$ cat config.mk
export PLATFORM = sky130hd
export DESIGN_NAME = fp_addsub_arbiter
export DESIGN_NICKNAME = d
export VERILOG_FILES = /design/src/rtl/fp_addsub_arbiter_pkg.sv /design/src/rtl/fp_addsub_arbiter_arb.sv /design/src/rtl/fp_addsub_arbiter.sv
export SDC_FILE = /design/constraint.sdc
export NUM_CORES = 1
export LEC_CHECK = 0
export ABC_AREA = 1
export CORE_MARGIN = 1.5
export CORE_UTILIZATION = 25
export DETAILED_ROUTE_END_ITERATION = 12
export GPL_TIMING_DRIVEN = 0
export MAX_ROUTING_LAYER = met4
export SYNTH_ARGS = -nofsm -noshare
export SYNTH_HDL_FRONTEND = slang
export SYNTH_SLANG_ARGS = --single-unit
$ cat constraint.sdc
create_clock -name clk -period 11.3 [get_ports clk]
set_input_delay 1.13 -clock clk [delete_from_list [all_inputs] [get_ports clk]]
set_output_delay 1.13 -clock clk [all_outputs]
set_load 0.02 [all_outputs]
$ cat src/rtl/fp_addsub_arbiter_pkg.sv
// Shared types for the fp add/sub arbiter slice.
//   fp_32b_t    : IEEE-754 single split into sign/exponent/mantissa
//   RNE..RMM    : rounding-mode encodings understood by the add/sub pipeline
//   OP_ADD/SUB  : request opcode encoding
//   fp_flags_t  : pipeline exception flags, invalid in bit 0
//   fp_neg      : sign flip used to turn a - b into a + (-b)
package fp_addsub_arbiter_pkg;

    typedef struct packed {
        logic        sign;
        logic [7:0]  exp;
        logic [22:0] mant;
    } fp_32b_t;

    localparam logic [2:0] RNE = 3'b000;
    localparam logic [2:0] RTZ = 3'b001;
    localparam logic [2:0] RDN = 3'b010;
    localparam logic [2:0] RUP = 3'b011;
    localparam logic [2:0] RMM = 3'b100;

    localparam logic OP_ADD = 1'b0;
    localparam logic OP_SUB = 1'b1;

    typedef struct packed {
        logic overflow;
        logic underflow;
        logic inexact;
        logic invalid;
    } fp_flags_t;

    // Flips the sign unconditionally, NaN/inf/zero included; the pipeline
    // owns all special-value semantics.
    function automatic fp_32b_t fp_neg(input fp_32b_t x);
        fp_32b_t r;
        r      = x;
        r.sign = ~x.sign;
        return r;
    endfunction

endpackage

$ cat src/rtl/fp_addsub_arbiter_arb.sv
// Round-robin arbiter.
//   clk, rst     : clock, async active-high reset
//   req          : request vector
//   en           : 0 forces an empty grant
//   accept       : a grant was taken this cycle; pointer moves to the winner
//   grant_onehot : one-hot winner (combinational)
//   grant_idx    : binary index of the winner
// Search starts at ptr+1 and wraps; ptr resets to N-1 so index 0 wins first.
module rr_arbiter #(
    parameter int N     = 4,
    parameter int IDX_W = (N > 1) ? $clog2(N) : 1
) (
    input  logic             clk,
    input  logic             rst,
    input  logic [N-1:0]     req,
    input  logic             en,
    input  logic             accept,
    output logic [N-1:0]     grant_onehot,
    output logic [IDX_W-1:0] grant_idx
);

    logic [IDX_W-1:0] ptr;
    logic [IDX_W-1:0] cand;
    logic             found;

    always_comb begin
        grant_onehot = '0;
        grant_idx    = '0;
        found        = 1'b0;
        cand         = '0;
        for (int k = 1; k <= N; k++) begin
            cand = IDX_W'((int'(ptr) + k) % N);
            if (en && !found && req[cand]) begin
                found              = 1'b1;
                grant_onehot[cand] = 1'b1;
                grant_idx          = cand;
            end
        end
    end

    always_ff @(posedge clk or posedge rst) begin
        if (rst)         ptr <= IDX_W'(N - 1);
        else if (accept) ptr <= grant_idx;
    end

endmodule

$ cat src/rtl/fp_addsub_arbiter.sv
// Shares one fp add/sub pipeline among NUM_REQ requesters.
//   clk, rst            : clock, async active-high reset
//   en                  : gates new grants only; in-flight ops always drain
//   req_valid/ready     : per-requester handshake, ready is a one-hot grant
//   req_op/a/b/rm       : per-requester opcode, operands, rounding mode
//   pipe_valid/in1/in2/rm : registered pipeline inputs (SUB folded into ADD)
//   pipe_vout/out/flags : pipeline results, returned in issue order
//   resp_valid/data/flags : one-hot strobe plus result to the owning requester
//   tag_err             : sticky, a result arrived with no outstanding tag
module fp_addsub_arbiter
    import fp_addsub_arbiter_pkg::*;
#(
    parameter int NUM_REQ      = 4,
    parameter int PIPE_LAT     = 4,
    parameter int MAX_INFLIGHT = PIPE_LAT
) (
    input  logic                   clk,
    input  logic                   rst,
    input  logic                   en,
    input  logic [NUM_REQ-1:0]     req_valid,
    output logic [NUM_REQ-1:0]     req_ready,
    input  logic [NUM_REQ-1:0]     req_op,
    input  logic [32*NUM_REQ-1:0]  req_a,
    input  logic [32*NUM_REQ-1:0]  req_b,
    input  logic [3*NUM_REQ-1:0]   req_rm,
    output logic                   pipe_valid,
    output logic [31:0]            pipe_in1,
    output logic [31:0]            pipe_in2,
    output logic [2:0]             pipe_rm,
    input  logic                   pipe_vout,
    input  logic [31:0]            pipe_out,
    input  logic [3:0]             pipe_flags,
    output logic [NUM_REQ-1:0]     resp_valid,
    output logic [31:0]            resp_data,
    output logic [3:0]             resp_flags,
    output logic                   tag_err
);

    localparam int ID_W  = (NUM_REQ > 1) ? $clog2(NUM_REQ) : 1;
    localparam int CNT_W = $clog2(MAX_INFLIGHT + 1);
    localparam int PTR_W = (MAX_INFLIGHT > 1) ? $clog2(MAX_INFLIGHT) : 1;

    logic [CNT_W-1:0] count;
    logic [PTR_W-1:0] wr_ptr, rd_ptr;
    logic [ID_W-1:0]  tag_mem [MAX_INFLIGHT];
    logic [ID_W-1:0]  grant_idx;
    logic             can_issue, transfer, pop;
    fp_32b_t          sel_a, sel_b;
    logic             sel_op;
    logic [2:0]       sel_rm;
    fp_flags_t        flags_in;

    function automatic logic [PTR_W-1:0] ptr_inc(input logic [PTR_W-1:0] p);
        return (p == PTR_W'(MAX_INFLIGHT - 1)) ? '0 : p + 1'b1;
    endfunction

    // At full, a result popping this cycle frees the slot the new push takes.
    // Gated by rst so req_ready reads 0 the instant reset asserts.
    assign can_issue = en && !rst &&
                       ((count < CNT_W'(MAX_INFLIGHT)) ||
                        (count == CNT_W'(MAX_INFLIGHT) && pipe_vout));
    assign transfer  = |(req_valid & req_ready);
    assign pop       = pipe_vout && (count != '0);
    assign flags_in  = pipe_flags;

    rr_arbiter #(.N(NUM_REQ), .IDX_W(ID_W)) u_arb (
        .clk          (clk),
        .rst          (rst),
        .req          (req_valid),
        .en           (can_issue),
        .accept       (transfer),
        .grant_onehot (req_ready),
        .grant_idx    (grant_idx)
    );

    always_comb begin
        sel_a  = '0;
        sel_b  = '0;
        sel_op = OP_ADD;
        sel_rm = RNE;
        for (int i = 0; i < NUM_REQ; i++) begin
            if (req_ready[i]) begin
                sel_a  = req_a[32*i +: 32];
                sel_b  = req_b[32*i +: 32];
                sel_op = req_op[i];
                sel_rm = req_rm[3*i +: 3];
            end
        end
    end

    // Pipeline input registers; data holds when nothing issues.
    always_ff @(posedge clk or posedge rst) begin
        if (rst) begin
            pipe_valid <= 1'b0;
            pipe_in1   <= '0;
            pipe_in2   <= '0;
            pipe_rm    <= '0;
        end else begin
            pipe_valid <= transfer;
            if (transfer) begin
                pipe_in1 <= sel_a;
                pipe_in2 <= (sel_op == OP_SUB) ? fp_neg(sel_b) : sel_b;
                pipe_rm  <= sel_rm;
            end
        end
    end

    // Tag FIFO: results come back in issue order, so a plain circular buffer
    // of requester IDs is enough to route them.
    always_ff @(posedge clk or posedge rst) begin
        if (rst) begin
            count  <= '0;
            wr_ptr <= '0;
            rd_ptr <= '0;
        end else begin
            if (transfer) wr_ptr <= ptr_inc(wr_ptr);
            if (pop)      rd_ptr <= ptr_inc(rd_ptr);
            case ({transfer, pop})
                2'b10:   count <= count + 1'b1;
                2'b01:   count <= count - 1'b1;
                default: count <= count;
            endcase
        end
    end

    always_ff @(posedge clk) begin
        if (transfer) tag_mem[wr_ptr] <= grant_idx;
    end

    always_ff @(posedge clk or posedge rst) begin
        if (rst) begin
            resp_valid <= '0;
            resp_data  <= '0;
            resp_flags <= '0;
            tag_err    <= 1'b0;
        end else begin
            resp_valid <= '0;
            if (pop) begin
                resp_valid <= NUM_REQ'(1) << tag_mem[rd_ptr];
                resp_data  <= pipe_out;
                resp_flags <= flags_in;
            end
            if (pipe_vout && count == '0) tag_err <= 1'b1;
        end
    end

endmodule

# ---- Word level (Yosys, flattened, before mapping)
# Memories as Yosys holds them, arrays and structs flattened.
# Index checks and enable logic that the tools add are counted.
# Widths: inputs -> output; s select.
dict set report op_classes {
  add_sub_neg 8
  magnitude_cmp 9
  eq_ne 5
  shift 1
  mux 50
  n_bitwise 5
  reduce_logical 25
}
# operator count
set op_table {}
lappend op_table {{$mux 32} 9}
lappend op_table {{$mux 4} 5}
lappend op_table {{$mux 1} 17}
lappend op_table {{$logic_and 1x1->1} 16}
lappend op_table {{$lt 2x3->1 const B} 4}
lappend op_table {{$mux 2} 6}
lappend op_table {{$mux 3} 4}
lappend op_table {{$or 4x4->4} 3}
lappend op_table {{$add 2x1->2 const B} 4}
lappend op_table {{$bmux 1 s2} 4}
lappend op_table {{$demux 1 s2} 4}
lappend op_table {{$ge 2x1->1 const B} 4}
lappend op_table {{$eq 2x2->1 const B} 3}
lappend op_table {{$pmux 3 s2} 1}
lappend op_table {{$add 2x2->2 const B} 2}
lappend op_table {{$and 4x4->4} 1}
lappend op_table {{$logic_not 1->1} 4}
lappend op_table {{$reduce_or 4->1} 1}
lappend op_table {{$shl 1x2->4 const A} 1}
lappend op_table {{$add 3x1->3 const B} 1}
lappend op_table {{$eq 3x3->1 const B} 1}
lappend op_table {{$logic_not 3->1} 1}
lappend op_table {{$lt 3x3->1 const B} 1}
lappend op_table {{$reduce_bool 3->1} 1}
lappend op_table {{other kinds (5)} 5}
dict set report word_totals {
  register_bits 118
  ram_bits 8
  output_inout_bits 113
  elab_cells 116
  memories 1
}
# memory words word_bits read_ports rd_clocked_by_memory_dff wr line_no
set memory_table {}
lappend memory_table {tag_mem 4 2 1 0 1 fp_addsub_arbiter.sv:45} ;# logic [ID_W-1:0] tag_mem [MAX_INFLIGHT];

# ---- Longest topological paths before layout
# Gate-level depths: netlist of the first run.
dict set report logic_depth {
  ltp_word 24
  mapped_depth 19
  mapped_depth_nobuf 18
}

# ---- Modules after synthesis
# From an unflattened synthesis of the first run, not the netlist that was laid out.
dict set report unflattened {
  cells_unflattened 1076
  hier_area_um2 7567.3
}
# module n_inst cells_each area_per_inst_um2 seq_area_each_um2
set modules_own_cells {}
lappend modules_own_cells {fp_addsub_arbiter 1 993 7058.0 3143.0}
lappend modules_own_cells {rr_arbiter 1 83 509.2 52.6}

# ---- Worst setup path after synthesis of the first run
# No wires, ideal clock.
dict set report synth_timing {
  kind {input -> output}
  start {in rst}
  end {out req_ready[2]}
  arrival_time_ps 4963
  t_required_ps 10170
  slack_ps 5207
  path_stages 8
  n_path_buf 1
  path_cell_list {inv_1 nand2_1 a21oi_1 nand3_2 nor2_1 nor2_2 nand3_2 buf_1}
}
dict set report synth_between {
  elab_chain_len 17
  word_cells_on_any_way 23
  classes_between {mux: 7; bitwise: 3; reduce/logical: 13}
}
# element line_no
set synth_lines {}
lappend synth_lines {{from (decl)} fp_addsub_arbiter.sv:18} ;# input logic rst,
lappend synth_lines {{$logic_not 1->1 (no source line) (*)} n/a}
lappend synth_lines {{$logic_and 1x1->1 (*) (2 in series)} fp_addsub_arbiter.sv:59} ;# assign can_issue = en && !rst &&
lappend synth_lines {{$logic_and 1x1->1} fp_addsub_arbiter_arb.sv:33} ;# if (en && !found && req[cand]) begin
lappend synth_lines {{$mux 1} fp_addsub_arbiter_arb.sv:33}
lappend synth_lines {{$logic_not 1->1} fp_addsub_arbiter_arb.sv:33}
lappend synth_lines {{$logic_and 1x1->1 (2 in series)} fp_addsub_arbiter_arb.sv:33}
lappend synth_lines {{$mux 1} fp_addsub_arbiter_arb.sv:33}
lappend synth_lines {{$logic_not 1->1} fp_addsub_arbiter_arb.sv:33}
lappend synth_lines {{$logic_and 1x1->1 (2 in series)} fp_addsub_arbiter_arb.sv:33}
lappend synth_lines {{$mux 1} fp_addsub_arbiter_arb.sv:33}
lappend synth_lines {{$logic_not 1->1} fp_addsub_arbiter_arb.sv:33}
lappend synth_lines {{$logic_and 1x1->1 (2 in series)} fp_addsub_arbiter_arb.sv:33}
lappend synth_lines {{$mux 4 (*)} fp_addsub_arbiter_arb.sv:33}
lappend synth_lines {{to (decl)} fp_addsub_arbiter.sv:21} ;# output logic [NUM_REQ-1:0] req_ready,
# Every way passes the cells marked *; elsewhere a longest branch is shown, timed or not.

# ---- Final worst setup path of the first run
# Ends and elaborated chain as after synthesis.

==> impl_metrics.yaml, run 1 <==
global_route:
  groute.layer.met1.usage: 0.259
  gr-total-overflow: 0
  track_usage: 0.216
  grt.busiest_layer: "met2"
  first_pass_grt_wire_length_mm: 52.9
  global_route.usage.met2: 0.360
  antenna_found_initial: 0
  grt_pass1_vias: 9426
  globalRouteMet3Util: 0.0493
  grt_start_max_net_pins: 77
clocking:
  clock_slew_seen_by_the_registers_of_the_worst_setup_and_hold_paths_ns: 0.06
  cts_htree_levels: 4
  cts_root_buffer: "clkbuf_16"
  cts_buffer_depth: 2
  cts_inserted_buffers: 17
  tritoncts: "done"
  postCtsHoldBufs: 0
  postCtsResizedCells: 0
  post-cts-setup-buffers: 0
  clock_sinks: 126
  clock_latency_ns: 0.41
logic_synthesis:
  synthesis.yosys.warnings: 0
  netlist-cell-type-count: 30
  postSynthRegisterBits: 126
  number_of_enable_type_register_cells_in_the_synthesized_netlist: 8
  synth_flop_type: "dfrtp_1"
  postSynthNetCount: 1547
  post_synth_arst_share: 0.937
  syn_area_mm2: 0.00801
  syn_avg_cell_area_um2: 6.58
  synth_seq_area_share: 0.399
  post_synth_inst_count: 1217
critical_path:
  endpoint_kind: "output port"
  worst-setup-path-type: "in -> out"
  timing.critical_path.arrival_ns: 4.70
  critPathRequiredTime_ns: 10.17
  crit_path_start_kind: "input pin"
  setup.worst_path.start: "rst"
  reg2regPathDepth: 19
  critical_path.max_fanout: 76
  worst_r2r_startpoint: "u_arb.ptr[0]"
worst_hold_path:
  worstHoldStart: "resp_data[28]"
  hold-path-cell-count: 2
  hp-class: "reg -> reg"
floorplanning:
  floorplan.io_pins: 429
  chipWidth_um: 182
  row_count: 65
  coreArea_mm2: 0.0316
  die_area_mm2: 0.0331
  floorplan.initialDensity: 0.254
  fp.dieH_um: 182
pwr:
  power.leakage_nw: 6.48
  cellPowerDensity_mw_per_mm2: 208
  max-vdd-ir-drop_uv: 92.8
placement:
  gp_congestion: 0.935
  post-dp-hpwl_mm: 27.4
  port-buffer-count: 428
detailed_routing:
  dr.first_iter.drc_count: 424
  antenna_left: 0
  drtPass1Iterations: 4
  drt-wirelength-per-cell_um: 16.9
  routed_wirelength_mm: 35.2
  remaining_drc_errors: 0
  routed-via-count: 9419
  viasPerCell: 4.53
sta:
  setup_violations: 0
  period_needed_ns: 5.83
  period_share: 0.516
  worstMarginPinSlew_ns: 0.762
  timing.fmax_ghz: 0.171
  timing_max_transition_violations_final: 0
  final.setup_skew_ns: 0.0134
  holdWs_ns: 0.478
  setup_tns_ns: 0
  worst_slew_margin_rel: 0.492
  unrepaired_setup_endpoints_after_global_routing: "no"
  final_report_hold_violation_count: 0
job:
  maxCapViolCount: 0
cells_and_area:
  net_count_reported_at_finish: 1995
  layout-area-overhead-vs-synth_pct: 67.4
  layout.core_utilization: 0.425
  fillers: 3298
  post_route_cells_drive_above_1_share: 0.0566
  antennaDiodeCount: 0
outcome:
  run_status: "complete, no violations"
==> placed cells by master, fill, tap and decap left out, types with 2 or more instances in the layout <==
master / instances
nand3_2: 4
inv_8: 3
clkbuf_1: 31
nor2_2: 2
xnor2_1: 3
buf_1: 3
ha_1: 13
nand2_1: 295
clkdlybuf4s50_1: 428
dfrtp_1: 116
clkinv_8: 2
a31o_2: 2
nand3_1: 78
clkbuf_16: 17
dfstp_2: 2
inv_6: 7
inv_1: 157
xor2_1: 3
o21ai_0: 5
o21ai_1: 4
buf_6: 6
nand4_1: 8
nor2_4: 2
buf_4: 3
nand2_2: 7
inv_2: 5
edfxtp_1: 8
buf_2: 28
nor2_1: 223
a21oi_1: 203
==> sequential cells by signal, indices dropped and copies added, names as in the netlist <==
register and cells:
pipe_valid 1, resp_data 32, count 3, pipe_in2 32, tag_err 1, tag_mem 8, rd_ptr 2, u_arb.ptr 2
resp_flags 4, wr_ptr 2, pipe_rm 3, pipe_in1 32, resp_valid 4
==> cell type report <==
class,count,area (µm²),share of cell area
plain buffers,71,358,0.0267
clock buffers,18,439,0.0328
clock inverters,14,141,0.0105
inverters,164,621,0.0463
multi-input cells,856,3840,0.286
flip-flops and latches,126,3200,0.238
well taps,402,503,0.0375
repair buffers,429,4310,0.322
==> synthesized netlist by cell type (2+ instances only) <==
cell | n | share of area
nor2_1 | 223 | 0.10
nand3_2 | 4 | 0.0050
dfrtp_1 | 116 | 0.36
buf_2 | 28 | 0.017
clkbuf_1 | 31 | 0.015
a21oi_1 | 203 | 0.13
xor2_1 | 3 | 0.0033
xnor2_1 | 3 | 0.0033
o21ai_1 | 4 | 0.0025
a31o_2 | 2 | 0.0022
nand2_1 | 295 | 0.14
nand4_1 | 8 | 0.0063
nor2_4 | 2 | 0.0028
o21ai_0 | 5 | 0.0031
buf_4 | 3 | 0.0028
buf_6 | 6 | 0.0084
nor2_2 | 2 | 0.0016
dfstp_2 | 2 | 0.0066
buf_1 | 3 | 0.0014
edfxtp_1 | 8 | 0.030
inv_1 | 158 | 0.074
nand2_2 | 7 | 0.0055
ha_1 | 13 | 0.020
nand3_1 | 78 | 0.049
inv_2 | 5 | 0.0023
==> kinds of logic (layout without fill, tap and decap cells) <==
family                     after synthesis  count (layout)  share of synthesized area
DFF                                    126             126                      0.399
xor gates and xnor gates                 6               6                    0.00656
adders and majority gates               14              14                     0.0228
buffers and inverters                  235             696                      0.122
and+or+nand+nor                        619             619                      0.313
AOI/OAI and AO/OA                      217             217                      0.137
==> final timing paths <==
| check | to | slack [ns] |
|---|---|---|
| min in group asynchronous | pipe_in2[0] | 1.12 |
| min | resp_data[28] | 0.48 |
| min reg2reg | resp_data[28] | 0.48 |
| max in group asynchronous | u_arb.ptr[1] | 9.38 |
| max reg2reg | count[2] | 7.11 |
| max | req_ready[2] | 5.47 |
==> metrics by stage <==
step	total power, mW	area, µm²	cells	setup slack, ns
3_5_place_dp	2.25	12800	2048	5.43
6_report	2.79	13400	2080	5.47
4_1_cts	2.83	13400	2080	5.41
5_1_grt	3.00	13400	2080	5.16
2_1_floorplan	1.54	8010	1217	5.21
3_3_place_gp	2.23	12800	2047	2.20
==> metal layers <==
layer,routed length (µm),part of all wire
met1,15100,0.43
met2,16800,0.48
met3,2410,0.069
met4,927,0.026
met5,0,0
==> worst max-delay path, cell delays in order <==
cell and delay, ns:
clkdlybuf4s50_1 0.47, inv_6 0.36, buf_16 0.37, nand2_1 0.13, a21oi_1 0.29, nand3_2 0.20, nor2_1 0.16, nor2_2 0.05
nand3_2 0.28, buf_1 0.46, clkdlybuf4s50_1 0.70
==> power breakdown <==
group | total, mW | internal (mW) | switching [mW] | leakage, nW
combinational | 1.46 | 0.633 | 0.831 | 4.71
clock | 0.556 | 0.300 | 0.255 | 0.285
sequential | 0.775 | 0.656 | 0.119 | 1.49
No activity file was read; power rests on OpenSTA's default activity.
==> run 2, diff against run 1 <==
==> constraint.sdc (replaced) <==
create_clock -name clk -period 6 [get_ports clk]
set_input_delay 0.6 -clock clk [delete_from_list [all_inputs] [get_ports clk]]
set_output_delay 0.6 -clock clk [all_outputs]
set_load 0.02 [all_outputs]
==> results of run 2 <==
The final DEF is identical to that of run 1. Status: complete, no violations.
Among the figures that moved: setup slack after placement 5.43 ns -> 1.19 ns; setup slack after layout 5.47 ns -> 1.23 ns; register-to-register setup slack 7.11 ns -> 1.81 ns; total power 2.79 mW -> 5.26 mW; worst IR drop on VDD 92.8 µV -> 175 µV
==> run 3, diff against run 2 <==
==> constraint.sdc (replaced) <==
create_clock -name clk -period 3.9 [get_ports clk]
set_input_delay 0.39 -clock clk [delete_from_list [all_inputs] [get_ports clk]]
set_output_delay 0.39 -clock clk [all_outputs]
set_load 0.02 [all_outputs]
==> impl_metrics.yaml, run 3 (synthesized netlist as in run 1, its figures left out) <==
cells_and_area:
  post_route_insts_no_fill: 2091
  antennaDiodeCount: 0
  multi_input_area_mm2: 0.00390
  mostFrequentLayoutCell: "clkdlybuf4s50_1"
  layout.core_utilization: 0.432
  final_cell_mix: "clkdlybuf4s50_1 (426), nand2_1 (294), nor2_1 (223)"
  reg.largest.list: "pipe_in1 (32), pipe_in2 (32), resp_data (32)"
  post_route_cells_drive_above_1_share: 0.0681
  net_count_reported_at_finish: 2006
  seqCellArea_mm2: 0.00320
  final_std_cell_area_no_fill_mm2: 0.0136
  fillers: 3235
  layout-area-overhead-vs-synth_pct: 70.0
critical_path:
  critical-path-slowest-cell: "dfstp_2"
  critical_path.reg2reg.endpoint: "count[2]"
  crit_buf_inv: 4
  worst-setup-path-type: "reg -> out"
  critical_path.cell_chain: "inv_2, ha_1, inv_1, nand3_1, nand2_2, nor2_4, nand4_1, nand3_4, clkbuf_4, clkdlybuf4s50_1"
  regToRegSetupSlack_ns: 0.31
  worst_r2r_startpoint: "u_arb.ptr[0]"
  critPathRequiredTime_ns: 3.51
  reg2regPathDepth: 19
  timing.critical_path.arrival_ns: 3.27
  cp_num_cells: 10
  endpoint_kind: "output port"
  slowest_delay_ns: 0.66
  critical-path-top-delay-family: "buffers and inverters"
  crit_path_start_kind: "register"
  critical_path.max_fanout: 12
global_route:
  gr-total-overflow: 0
  antenna_found_initial: 0
  first_pass_grt_wire_length_mm: 51.6
  grt_start_max_net_pins: 40
  grt_pass1_vias: 9207
  track_usage: 0.211
worst_hold_path:
  min_to: "resp_data[12]"
  worstHoldStart: "resp_data[12]"
  hold-path-cell-count: 2
  hp-class: "reg -> reg"
job:
  maxCapViolCount: 0
sta:
  unrepaired_setup_endpoints_after_global_routing: "no"
  worst_slew_margin_rel: 0.508
  holdWs_ns: 0.478
  period_needed_ns: 3.66
  setup_violations: 0
  period_share: 0.939
  final_report_hold_violation_count: 0
  final.setup_skew_ns: 0.0113
  setup_tns_ns: 0
  timing.fmax_ghz: 0.273
  worstMarginPinSlew_ns: 0.737
  timing_max_transition_violations_final: 0
  postLayoutSetupSlackWorst_ns: 0.239
detailed_routing:
  antenna_left: 0
  dr.first_iter.drc_count: 426
  routed_wirelength_mm: 34.8
  remaining_drc_errors: 0
  viasPerCell: 4.53
  drtPass1Iterations: 5
  routed-via-count: 9475
  drt-wirelength-per-cell_um: 16.7
floorplanning:
  floorplan.initialDensity: 0.254
  chipWidth_um: 182
  die_area_mm2: 0.0331
  row_count: 65
  floorplan.io_pins: 429
  coreArea_mm2: 0.0316
  fp.dieH_um: 182
placement:
  dpl_cell_area_mm2: 0.0129
  port-buffer-count: 428
  dpl.cell_count: 2050
  gp_congestion: 0.925
  post-place-ws_ns: -1.03
  post-dp-hpwl_mm: 26.7
pwr:
  cellPowerDensity_mw_per_mm2: 601
  total_power_mw: 8.19
  max-vdd-ir-drop_uv: 319
  power.leakage_nw: 6.61
clocking:
  cts_root_buffer: "clkbuf_16"
  cts_inserted_buffers: 17
  cts_htree_levels: 4
  postCtsHoldBufs: 0
  clock_sinks: 126
  clock_latency_ns: 0.43
  tritoncts: "done"
  cts_buffer_depth: 2
  clock_slew_seen_by_the_registers_of_the_worst_setup_and_hold_paths_ns: 0.07
outcome:
  run_status: "complete, no violations"
-- run 3: cell types whose count changed in the layout (fill, tap and decap cells not counted), moves of 2 or more --
| cell | change |
|---|---|
| inv_6 | -4 |
| inv_8 | +3 |
| buf_4 | +9 |
| dlymetal6s2s_1 | +2 |
| clkbuf_1 | -2 |
| buf_12 | +3 |
| nand3_2 | -3 |
| nand3_4 | +4 |
| clkbuf_4 | +3 |
| clkdlybuf4s50_1 | -2 |
| clkinv_8 | +3 |
| buf_2 | -2 |
-- run 3: worst max path at each step --
stage | to | slack [ns] | from
2_1_floorplan | count[2] | -0.43 | rst
3_3_place_gp | count[2] | -2.85 | rst
3_5_place_dp | count[2] | -1.03 | rst
4_1_cts | count[2] | -0.01 | u_arb.ptr[1]
5_1_grt | req_ready[3] | 0.02 | u_arb.ptr[0]
6_report | req_ready[3] | 0.24 | u_arb.ptr[0]
-- run 3: report_power, final --
group / total, mW / switching, mW / internal (mW)
sequential: 2.24 / 0.340 / 1.90
combinational: 4.30 / 2.42 / 1.88
clock: 1.65 / 0.778 / 0.873
-- run 3: worst min-delay path: cells and delay by family, from the launching register on --
kind	cells	cell delay [ns]
DFF	1	0.34
and+or+nand+nor	2	0.11
-- run 3: cell type report --
type,instances,share of cell area
buffer,71,0.0277
clock buffer,17,0.0312
clock inverter,15,0.0133
inverter,164,0.0455
multi-input combinational,856,0.286
sequential,126,0.235
tap,402,0.0369
timing repair buffer,439,0.324
timing repair inverter,1,0.000368
-- run 3: repair_timing --
item	4_1_cts	5_1_grt
resized for setup	6	10
gates cloned	1	0
setup endpoints to repair	21	6
buffers inserted	1	7
endpoints found under the hold margin	0	0
pin swaps	1	3
-- run 3: layer usage --
layer | GRT usage | vias up | wire (µm)
li1 | - | 4713 | -
met1 | 0.245 | 4333 | 14600
met2 | 0.359 | 391 | 17000
met3 | 0.0515 | 38 | 2450
met4 | 0.0612 | 0 | 741
met5 | - | - | 0
==> edit (config.mk and constraints of run 2) <==
The parameter `PIPE_LAT` goes from 4 to 8.
--- a/src/rtl/fp_addsub_arbiter.sv
+++ b/src/rtl/fp_addsub_arbiter.sv
@@ -11,7 +11,7 @@
     import fp_addsub_arbiter_pkg::*;
 #(
     parameter int NUM_REQ      = 4,
-    parameter int PIPE_LAT     = 4,
+    parameter int PIPE_LAT     = 8,
     parameter int MAX_INFLIGHT = PIPE_LAT
 ) (
     input  logic                   clk,
Function: no difference found for any inputs over 4 cycles, from zero or initial values and one cycle with rst high; that may be too few to reach the edited logic, so the function may still have changed.
==> edit against run 2 <==
- fmax is 1.1% lower
- core utilization fell by 0.64 points
- routed wire length is 6.8% higher
- via count increased by 4.6%
- sequential cell count up 11
- setup slack lost 52 ps
- first-iteration DRC count up 45%
- area after synthesis grew 6.6%
- total power is 12% higher
- count of clock-buffer cells in the layout down 1
- cell area grew 4.7%
- sequential share of layout area is 1.2 points higher
- critical path type unchanged
- largest cell class unchanged
- highest routed layer unchanged
==> edit: results (changes against run 2) <==
metric,value,unit,change
status,"complete, no violations",,
grt_pass1_wl,55500,µm,+4.8%
r2r_end,count[1],,
antenna_found_initial,2,,+2
drive_gt1_share,6.64,%,+0.98 points
ys_seq_area_share,41.1,%,+1.2 points
clkLatencyLatePin,440,ps,+30 ps
synth_edf_count,16,,+8
path_max_fanout,70,,-7.9%
portBuffers,428,,unchanged
min_from,resp_data[0],,
synth_nets,1586,,+2.5%
grt_pass1_vias,9540,,+1.2%
hp-class,flop to flop,,
synth_async_sr_flop_share,88.3,%,-5.3 points
post_cts_resize_count,0,,unchanged
grt_max_degree,71,,-7.8%
ant_nets,0,,unchanged
drtIter0Drc,614,,+45%
numCtsBuffers,17,,unchanged
ff2ff_path_depth,18,,-1
h-tree-depth,4,,unchanged
routabilityCongestion,0.918,,-1.8%
synth_cell_types,33,,+10%
min_to,resp_data[0],,
dp_slack,1080,ps,-106 ps
tightest_slew,949,ps,+187 ps
ff2ff_setup_slack,2090,ps,+280 ps
cts.reportedPaths.clkPinSlew,60,ps,about the same
firstDrtPassIters,5,,+1
wire_per_inst,17.4,µm,+2.5%
synth_area_leaders,"dfrtp_1 (35%), nand2_1 (13%), a21oi_1 (11%)",,
fillCellCount,3446,,+4.5%
fin_nets,2034,,+2.0%
hpwlAfterDp,29200,µm,+6.5%
total_leakage_power,0.00673,µW,+3.8%
synthTopCellsByCount,"nand2_1 (306), nor2_1 (222), a21oi_1 (193)",,
viasPerCell,4.54,,+0.36%
irDropWorstVdd,0.208,mV,+19%
fin_skew,14.6,ps,+1.18 ps
grt_util_all_layers,21.4,%,-0.16 points
cts_root_buf,clkbuf_16,,
cts_setup_buffers,0,,unchanged
yosysWarnings,0,,unchanged
edit: cell types whose count changed after synthesis, moves of 5 or more:
| cell | delta |
|---|---|
| o21ai_0 | +16 |
| clkbuf_1 | -14 |
| buf_4 | +13 |
| nand2_1 | +11 |
| a21oi_1 | -10 |
| a21oi_2 | +10 |
| edfxtp_1 | +8 |
| inv_1 | -7 |
| nand2_2 | -6 |
| buf_2 | +5 |
edit: layout make-up:
type	instances	area share, %
plain buffers	74	2.81
diodes	2	0.0357
flip-flops and latches	137	25.0
clock inverters	15	1.38
clock buffers	17	3.03
multi-input cells	887	28.8
well taps	448	3.99
inverters	158	4.26
repair buffers	429	30.7
edit: metrics by stage:
stage	TNS [ps]	util [%]	hold slack [ps]	area, µm²	cells
final	0	41.9	482	14000	2167
after global routing	0	41.9	492	14000	2167
after CTS	0	41.8	483	14000	2165
after detailed placement	0	40.0	464	13400	2133
after global placement	-215800	39.9	461	13400	2132
after floorplan	0	-	471	8530	1256
edit: critical path, cell delays in order:
cell,delay [ps]
clkdlybuf4s50_1,470
inv_6,420
buf_16,370
nand2_1,170
inv_1,80
nand2_1,140
nor2_2,280
nand2_1,90
nand2_1,70
inv_1,50
nand3_2,250
clkbuf_1,470
clkdlybuf4s50_1,710
edit: worst max-delay path by stage:
stage	from	endpoint	slack (ps)	cells after the start
after floorplan	rst	count[3]	570	18
after global placement	rst	req_ready[2]	-2530	10
after detailed placement	rst	req_ready[2]	1080	13
after CTS	rst	req_ready[2]	1060	13
after global routing	rst	req_ready[3]	840	13
final	rst	req_ready[2]	1180	13
edit: per-layer routing:
layer	vias to the layer above	track usage (%)	wire [µm]
met5	-	-	0
met4	0	6.80	988
met3	53	5.00	2750
met2	453	36.3	18400
met1	4494	25.1	15500
li1	4848	-	-
edit: report_power, final:
part	total (µW)	internal, µW	switching, µW
combinational	3230	1330	1900
sequential	1570	1330	241
clock	1120	572	551
edit: logic make-up (layout without fill, tap and decap cells):
family	count (synthesis)	count (layout)	synth area share [%]
AND/OR/NAND/NOR	630	630	29.9
AO/OA/AOI/OAI	233	233	14.3
buffers and inverters	232	693	11.6
flip-flops	137	137	41.1
adder cells (fa/ha/maj)	14	14	2.05
XOR/XNOR	9	9	0.924
multiplexers	1	1	0.132
other	0	2	0
